`config.mk`:
```
export PLATFORM = sky130hd
export DESIGN_NAME = pic_ctrl
export DESIGN_NICKNAME = d
export VERILOG_FILES = /design/src/rtl/pic_ctrl.sv
export SDC_FILE = /design/constraint.sdc
export NUM_CORES = 1
export LEC_CHECK = 0
export ABC_AREA = 1
export CORE_MARGIN = 2
export CORE_UTILIZATION = 30
export CTS_BUF_LIST = sky130_fd_sc_hd__clkbuf_8
export CTS_CLUSTER_DIAMETER = 200
export CTS_CLUSTER_SIZE = 12
export DETAILED_ROUTE_END_ITERATION = 16
export GPL_TIMING_DRIVEN = 0
export REMOVE_ABC_BUFFERS = 1
export SETUP_SLACK_MARGIN = 0.3
export SYNTH_ARGS = -nofsm -noshare
export SYNTH_HDL_FRONTEND = slang
export SYNTH_SLANG_ARGS = --single-unit
```
`constraint.sdc`:
```
create_clock -name clk -period 4.2 [get_ports clk]
set_clock_uncertainty 0.15 [all_clocks]
set_input_delay 0.63 -clock clk [delete_from_list [all_inputs] [get_ports clk]]
set_output_delay 0.63 -clock clk [all_outputs]
set_load 0.01 [all_outputs]
```
`src/rtl/pic_ctrl.sv`:
```
`default_nettype none
// ============================================================================
// Module   : pic_ctrl
// Brief    : Bus sequencer for an 8259 PIC: init writes, INTA handshake,
//            vector hand-off to the CPU and coalesced non-specific EOI.
// Revision : 1.0
// ============================================================================
module pic_ctrl #(
  parameter logic [7:0]  ICW2_BASE = 8'h08,
  parameter logic [7:0]  IMR_INIT  = 8'h00,
  parameter int unsigned PULSE_LEN = 2
) (
  input  logic       clk,
  input  logic       rst_n,
  output logic       pic_cs_n,
  output logic       pic_wr_n,
  output logic       pic_rd_n,
  output logic       pic_a0,
  output logic       pic_inta_n,
  output logic [7:0] pic_dout,
  input  logic [7:0] pic_din,
  input  logic       pic_int,
  input  logic       cpu_ie,
  output logic       irq_valid,
  output logic [7:0] irq_vector,
  input  logic       irq_ack,
  input  logic       eoi_req,
  output logic       eoi_done,
  output logic       init_done
);

  localparam logic [3:0] c_init_icw1 = 4'd0;
  localparam logic [3:0] c_init_icw2 = 4'd1;
  localparam logic [3:0] c_init_icw4 = 4'd2;
  localparam logic [3:0] c_init_ocw1 = 4'd3;
  localparam logic [3:0] c_idle      = 4'd4;
  localparam logic [3:0] c_inta1     = 4'd5;
  localparam logic [3:0] c_inta_gap  = 4'd6;
  localparam logic [3:0] c_inta2     = 4'd7;
  localparam logic [3:0] c_present   = 4'd8;
  localparam logic [3:0] c_eoi_wr    = 4'd9;

  localparam logic [4:0] c_plen = 5'(PULSE_LEN);
  localparam logic [4:0] c_hold = 5'(PULSE_LEN + 2);

  logic [3:0] r_state;
  logic [3:0] w_state_nxt;
  logic [4:0] r_cnt;
  logic [4:0] w_cnt_nxt;
  logic       r_eoi_pend;
  logic       r_init_done;
  logic [7:0] r_vector;
  logic       w_is_wr_state;
  logic       w_wr_active;
  logic       w_wr_last;
  logic       w_eoi_done;
  logic       w_eoi_pend;
  logic [7:0] w_wr_data;
  logic       w_wr_a0;

  // In write states, r_cnt==0 is the idle gap (cs_n high); 1 is setup,
  // 2..PULSE_LEN+1 is the wr_n pulse and PULSE_LEN+2 is the hold cycle.
  always_comb begin
    w_is_wr_state = 1'b1;
    w_wr_data     = 8'h00;
    w_wr_a0       = 1'b0;
    case (r_state)
      c_init_icw1: w_wr_data = 8'h13;
      c_init_icw2: begin w_wr_data = ICW2_BASE; w_wr_a0 = 1'b1; end
      c_init_icw4: begin w_wr_data = 8'h09;     w_wr_a0 = 1'b1; end
      c_init_ocw1: begin w_wr_data = IMR_INIT;  w_wr_a0 = 1'b1; end
      c_eoi_wr:    w_wr_data = 8'h20;
      default:     w_is_wr_state = 1'b0;
    endcase
  end

  assign w_wr_active = w_is_wr_state && (r_cnt != 5'd0);
  assign w_wr_last   = w_wr_active && (r_cnt == c_hold);
  assign w_eoi_done  = (r_state == c_eoi_wr) && w_wr_last;
  assign w_eoi_pend  = r_eoi_pend | eoi_req;

  always_comb begin
    w_state_nxt = r_state;
    w_cnt_nxt   = r_cnt;
    case (r_state)
      c_init_icw1, c_init_icw2, c_init_icw4, c_init_ocw1, c_eoi_wr: begin
        if (w_wr_last) begin
          w_cnt_nxt = 5'd0;
          case (r_state)
            c_init_icw1: w_state_nxt = c_init_icw2;
            c_init_icw2: w_state_nxt = c_init_icw4;
            c_init_icw4: w_state_nxt = c_init_ocw1;
            default:     w_state_nxt = c_idle;
          endcase
        end else begin
          w_cnt_nxt = r_cnt + 5'd1;
        end
      end
      c_idle: begin
        // EOI is entered straight at setup; no gap needed after IDLE
        if (w_eoi_pend) begin
          w_state_nxt = c_eoi_wr;
          w_cnt_nxt   = 5'd1;
        end else if (pic_int && cpu_ie) begin
          w_state_nxt = c_inta1;
          w_cnt_nxt   = 5'd1;
        end
      end
      c_inta1: begin
        if (r_cnt == c_plen) begin
          w_state_nxt = c_inta_gap;
          w_cnt_nxt   = 5'd1;
        end else begin
          w_cnt_nxt = r_cnt + 5'd1;
        end
      end
      c_inta_gap: begin
        if (r_cnt == 5'd2) begin
          w_state_nxt = c_inta2;
          w_cnt_nxt   = 5'd1;
        end else begin
          w_cnt_nxt = r_cnt + 5'd1;
        end
      end
      c_inta2: begin
        if (r_cnt == c_plen) begin
          w_state_nxt = c_present;
          w_cnt_nxt   = 5'd0;
        end else begin
          w_cnt_nxt = r_cnt + 5'd1;
        end
      end
      c_present: begin
        if (irq_ack) begin
          w_state_nxt = c_idle;
          w_cnt_nxt   = 5'd0;
        end
      end
      default: begin
        w_state_nxt = c_init_icw1;
        w_cnt_nxt   = 5'd0;
      end
    endcase
  end

  always_ff @(posedge clk or negedge rst_n) begin
    if (!rst_n) begin
      r_state     <= c_init_icw1;
      r_cnt       <= 5'd0;
      r_eoi_pend  <= 1'b0;
      r_init_done <= 1'b0;
      r_vector    <= 8'h00;
    end else begin
      r_state    <= w_state_nxt;
      r_cnt      <= w_cnt_nxt;
      // A request landing on the completion cycle survives for another write
      r_eoi_pend <= eoi_req | (r_eoi_pend & ~w_eoi_done);
      if ((r_state == c_init_ocw1) && w_wr_last) begin
        r_init_done <= 1'b1;
      end
      if ((r_state == c_inta2) && (r_cnt == c_plen)) begin
        r_vector <= pic_din;
      end
    end
  end

  assign pic_cs_n   = ~(w_wr_active || (r_state == c_inta2));
  assign pic_wr_n   = ~(w_wr_active && (r_cnt != 5'd1) && (r_cnt != c_hold));
  assign pic_rd_n   = ~(r_state == c_inta2);
  assign pic_inta_n = ~((r_state == c_inta1) || (r_state == c_inta2));
  assign pic_a0     = w_wr_active & w_wr_a0;
  assign pic_dout   = w_wr_active ? w_wr_data : 8'h00;
  assign irq_valid  = (r_state == c_present);
  assign irq_vector = r_vector;
  assign eoi_done   = w_eoi_done;
  assign init_done  = r_init_done;

endmodule
`default_nettype wire
```
==> impl_metrics.tcl <==
set metrics [dict create \
    setup_viol 0 \
    p_leak_nw 0.670 \
    cts_tree "built" \
    ctsLongestPathBuffers 2 \
    routed_wl_um 2550 \
    multi_input_area_um2 542 \
    wl_per_cell_um 10.9 \
    die_width_um 65.1 \
    synthAdderAreaFrac_pct 4.46 \
    synth_top_family_by_area "simple AND/OR/NAND/NOR gates" \
    slowest_stage "clkdlybuf4s50_1" \
    whs_endpoint "init_done" \
    syn_inst 152 \
    cts_made_buffers 3 \
    via_per_inst 4.69 \
    async_flop_share_pct 100 \
    layout_min_cycle_time_ns 2.80 \
    rsz0062_at_grt "no" \
    synth_edf_count 0 \
    synth-seq-cells 19 \
    first_pass_iters 4 \
    slowest_delay_ns 0.60 \
    htreeDepth 1 \
    synth_compound_area_share_pct 9.71 \
    portBuffers 34 \
    num_rows 22 \
    coreArea_mm2 0.00363 \
    mostFrequentLayoutCells "nand2_1 (46), clkdlybuf4s50_1 (34), dfrtp_1 (19)" \
    crit_path_max_fanout 5 \
    synth-xor-area-share_pct 2.34 \
    grt_use_total_pct 13.4 \
    ys_warn_count 0 \
    synth_top_flop_cell "dfrtp_1" \
    antenna_cells 0 \
    drc 0 \
    grt_pass1_vias 1018 \
    relSlewSlack_pct 39.9 \
    post_cts_buffers 0 \
    fin_nets 204 \
    reg2reg_to "r_state[2]" \
    synth_cell_type_count 23 \
    crit_type "flip-flop to output pin" \
    dr_wl_met3_um 170 \
    min_from "init_done" \
    synthToLayoutAreaGrowth_pct 35.8 \
    hold_viol 0 \
    hold_path_depth 1 \
    hpwl_um 1960 \
    ioPinCount 38 \
    crit-reg2reg-launch "r_cnt[0]" \
    num_vias 1092 \
    drtIter0Drc 32 \
    avgSynthCellArea_um2 7.38 \
    max_cap_violations 0 \
    power_w 0.00105 \
    ctsRootBufferMaster "clkbuf_8" \
    wl_met2_um 1150 \
    fillers 398 \
    tns_ns 0 \
    crit_chain "inv_1 -> ha_1 -> nand3_1 -> nand2_1 -> nor3_1 -> clkdlybuf4s50_1" \
    cts_hold_buffers 0 \
    die_area_mm2 0.00424 \
    grt_pass1_wl_um 4440 \
    register_area_um2 475 \
    worstSetupStartpointType "flip-flop" \
    synthSimpleGateAreaFrac_pct 30.8 \
    outcome "finished, final reports clean" \
    antenna_found_initial 0 \
    hold_class "flip-flop to flip-flop" \
    grt_max_degree 20 \
    finalMaxSlewViolations 0 \
    cts_resized 0 \
    fmax_mhz 357 \
    wl_met1_um 1190 \
    period_share_pct 66.7 \
    initial_core_util_pct 30.9 \
    worst_pin_slew_ns 0.899 \
    mostFrequentLayoutCell "nand2_1" \
    netlist_area_mm2 0.00112 \
    drive_gt1_share_pct 4.32 \
    fp.dieH_um 65.1 \
    ys_seq_area_share_pct 42.4 \
    worstPathRequired_ns 3.42 \
    worstPathArrival_ns 2.02 \
    clk-insertion-delay-late_ns 0.25 \
    vdd_ir_drop_max_mv 0.240 \
    gr-total-overflow 0 \
    reg2reg_slack_ns 2.25 \
    top_layer "met4" \
    muxShareOfSynthArea_pct 0 \
    worst_setup_path_end_kind "output pin" \
    antenna_left 0 \
    cellPowerDensity_mw_per_mm2 692 \
    cts.clk_slew.worst_paths_ns 0.08 \
    cts_num_sinks 19 \
    gp_congestion 0.887 \
    reg2regPathDepth 8 \
]
==> worst max-delay path, delay by kind of cell (launching register included) <==
family	cells	cell delay, ns
adder cells (fa/ha/maj)	1	0.22
buffers and inverters	2	0.70
flip-flops	1	0.42
AND/OR/NAND/NOR	3	0.43
==> per-layer routing <==
metal | up-vias | track usage, %
li1 | 538 | -
met1 | 511 | 17.3
met2 | 39 | 21.8
met3 | 4 | 2.91
met4 | 0 | 5.47
met5 | - | 0
==> kinds of logic after synthesis <==
logic type,after synthesis
buf+inv,23
simple gates,81
flops,19
other cells,1
compound gates,21
xor+xnor,3
fa+ha+maj,4
==> layout make-up <==
class / instances / area share (%)
Clock inverter: 1 / 0.247
Tap cell: 48 / 3.94
Inverter: 16 / 3.94
Multi-Input combinational cell: 112 / 35.6
Sequential cell: 19 / 31.2
Timing Repair Buffer: 34 / 22.4
Clock buffer: 3 / 2.71
==> how the worst max path moves through the flow <==
stage | startpoint | to | slack, ns
after floorplan | r_cnt[0] | pic_dout[1] | 2.12
after global routing | r_cnt[0] | pic_dout[4] | 1.24
after detailed placement | r_cnt[0] | pic_dout[4] | 1.66
after CTS | r_cnt[0] | pic_dout[4] | 1.37
after global placement | r_cnt[0] | pic_dout[4] | 1.74
final | r_cnt[0] | pic_dout[4] | 1.40
==> registers in the layout, summed over array words and instances (netlist names) <==
signal,flops
r_cnt,5
init_done,1
irq_vector,8
r_state,4
r_eoi_pend,1
==> power by group <==
| part | leakage [nW] | internal [W] | switching [W] | total (W) |
|---|---|---|---|---|
| clock network | 0.0269 | 0.0000650 | 0.0000618 | 0.000127 |
| registers | 0.207 | 0.000253 | 0.0000672 | 0.000320 |
| logic | 0.437 | 0.000286 | 0.000322 | 0.000607 |
| total | 0.670 | 0.000603 | 0.000451 | 0.00105 |
==> cells in the mapped netlist, types with 2 or more instances <==
| library cell | count | area (um2) |
|---|---|---|
| dfrtp_1 | 19 | 475 |
| nor2_1 | 15 | 56.3 |
| inv_1 | 15 | 56.3 |
| buf_2 | 2 | 10.0 |
| nor2_4 | 2 | 22.5 |
| nand2_1 | 46 | 173 |
| nand3_1 | 12 | 60.1 |
| buf_4 | 4 | 30.0 |
| o21ai_0 | 16 | 80.1 |
| nor3_1 | 3 | 15.0 |
| xor2_1 | 2 | 17.5 |
| ha_1 | 4 | 50.1 |
| a21oi_1 | 2 | 10.0 |
==> metrics by stage <==
step                      hold slack [ns]  setup WS (ns)  std cells  instance area (um2)  util, %
after CTS                           0.339           1.37        233                 1520     41.9
after detailed placement            0.311           1.66        229                 1480     40.7
final                               0.333           1.40        233                 1520     41.9
after global placement              0.313           1.74        229                 1480     40.7
after floorplan                     0.184           2.12        147                 1080        -
after global routing                0.388           1.24        233                 1520     41.9
Power figures use the tool's default switching activity.
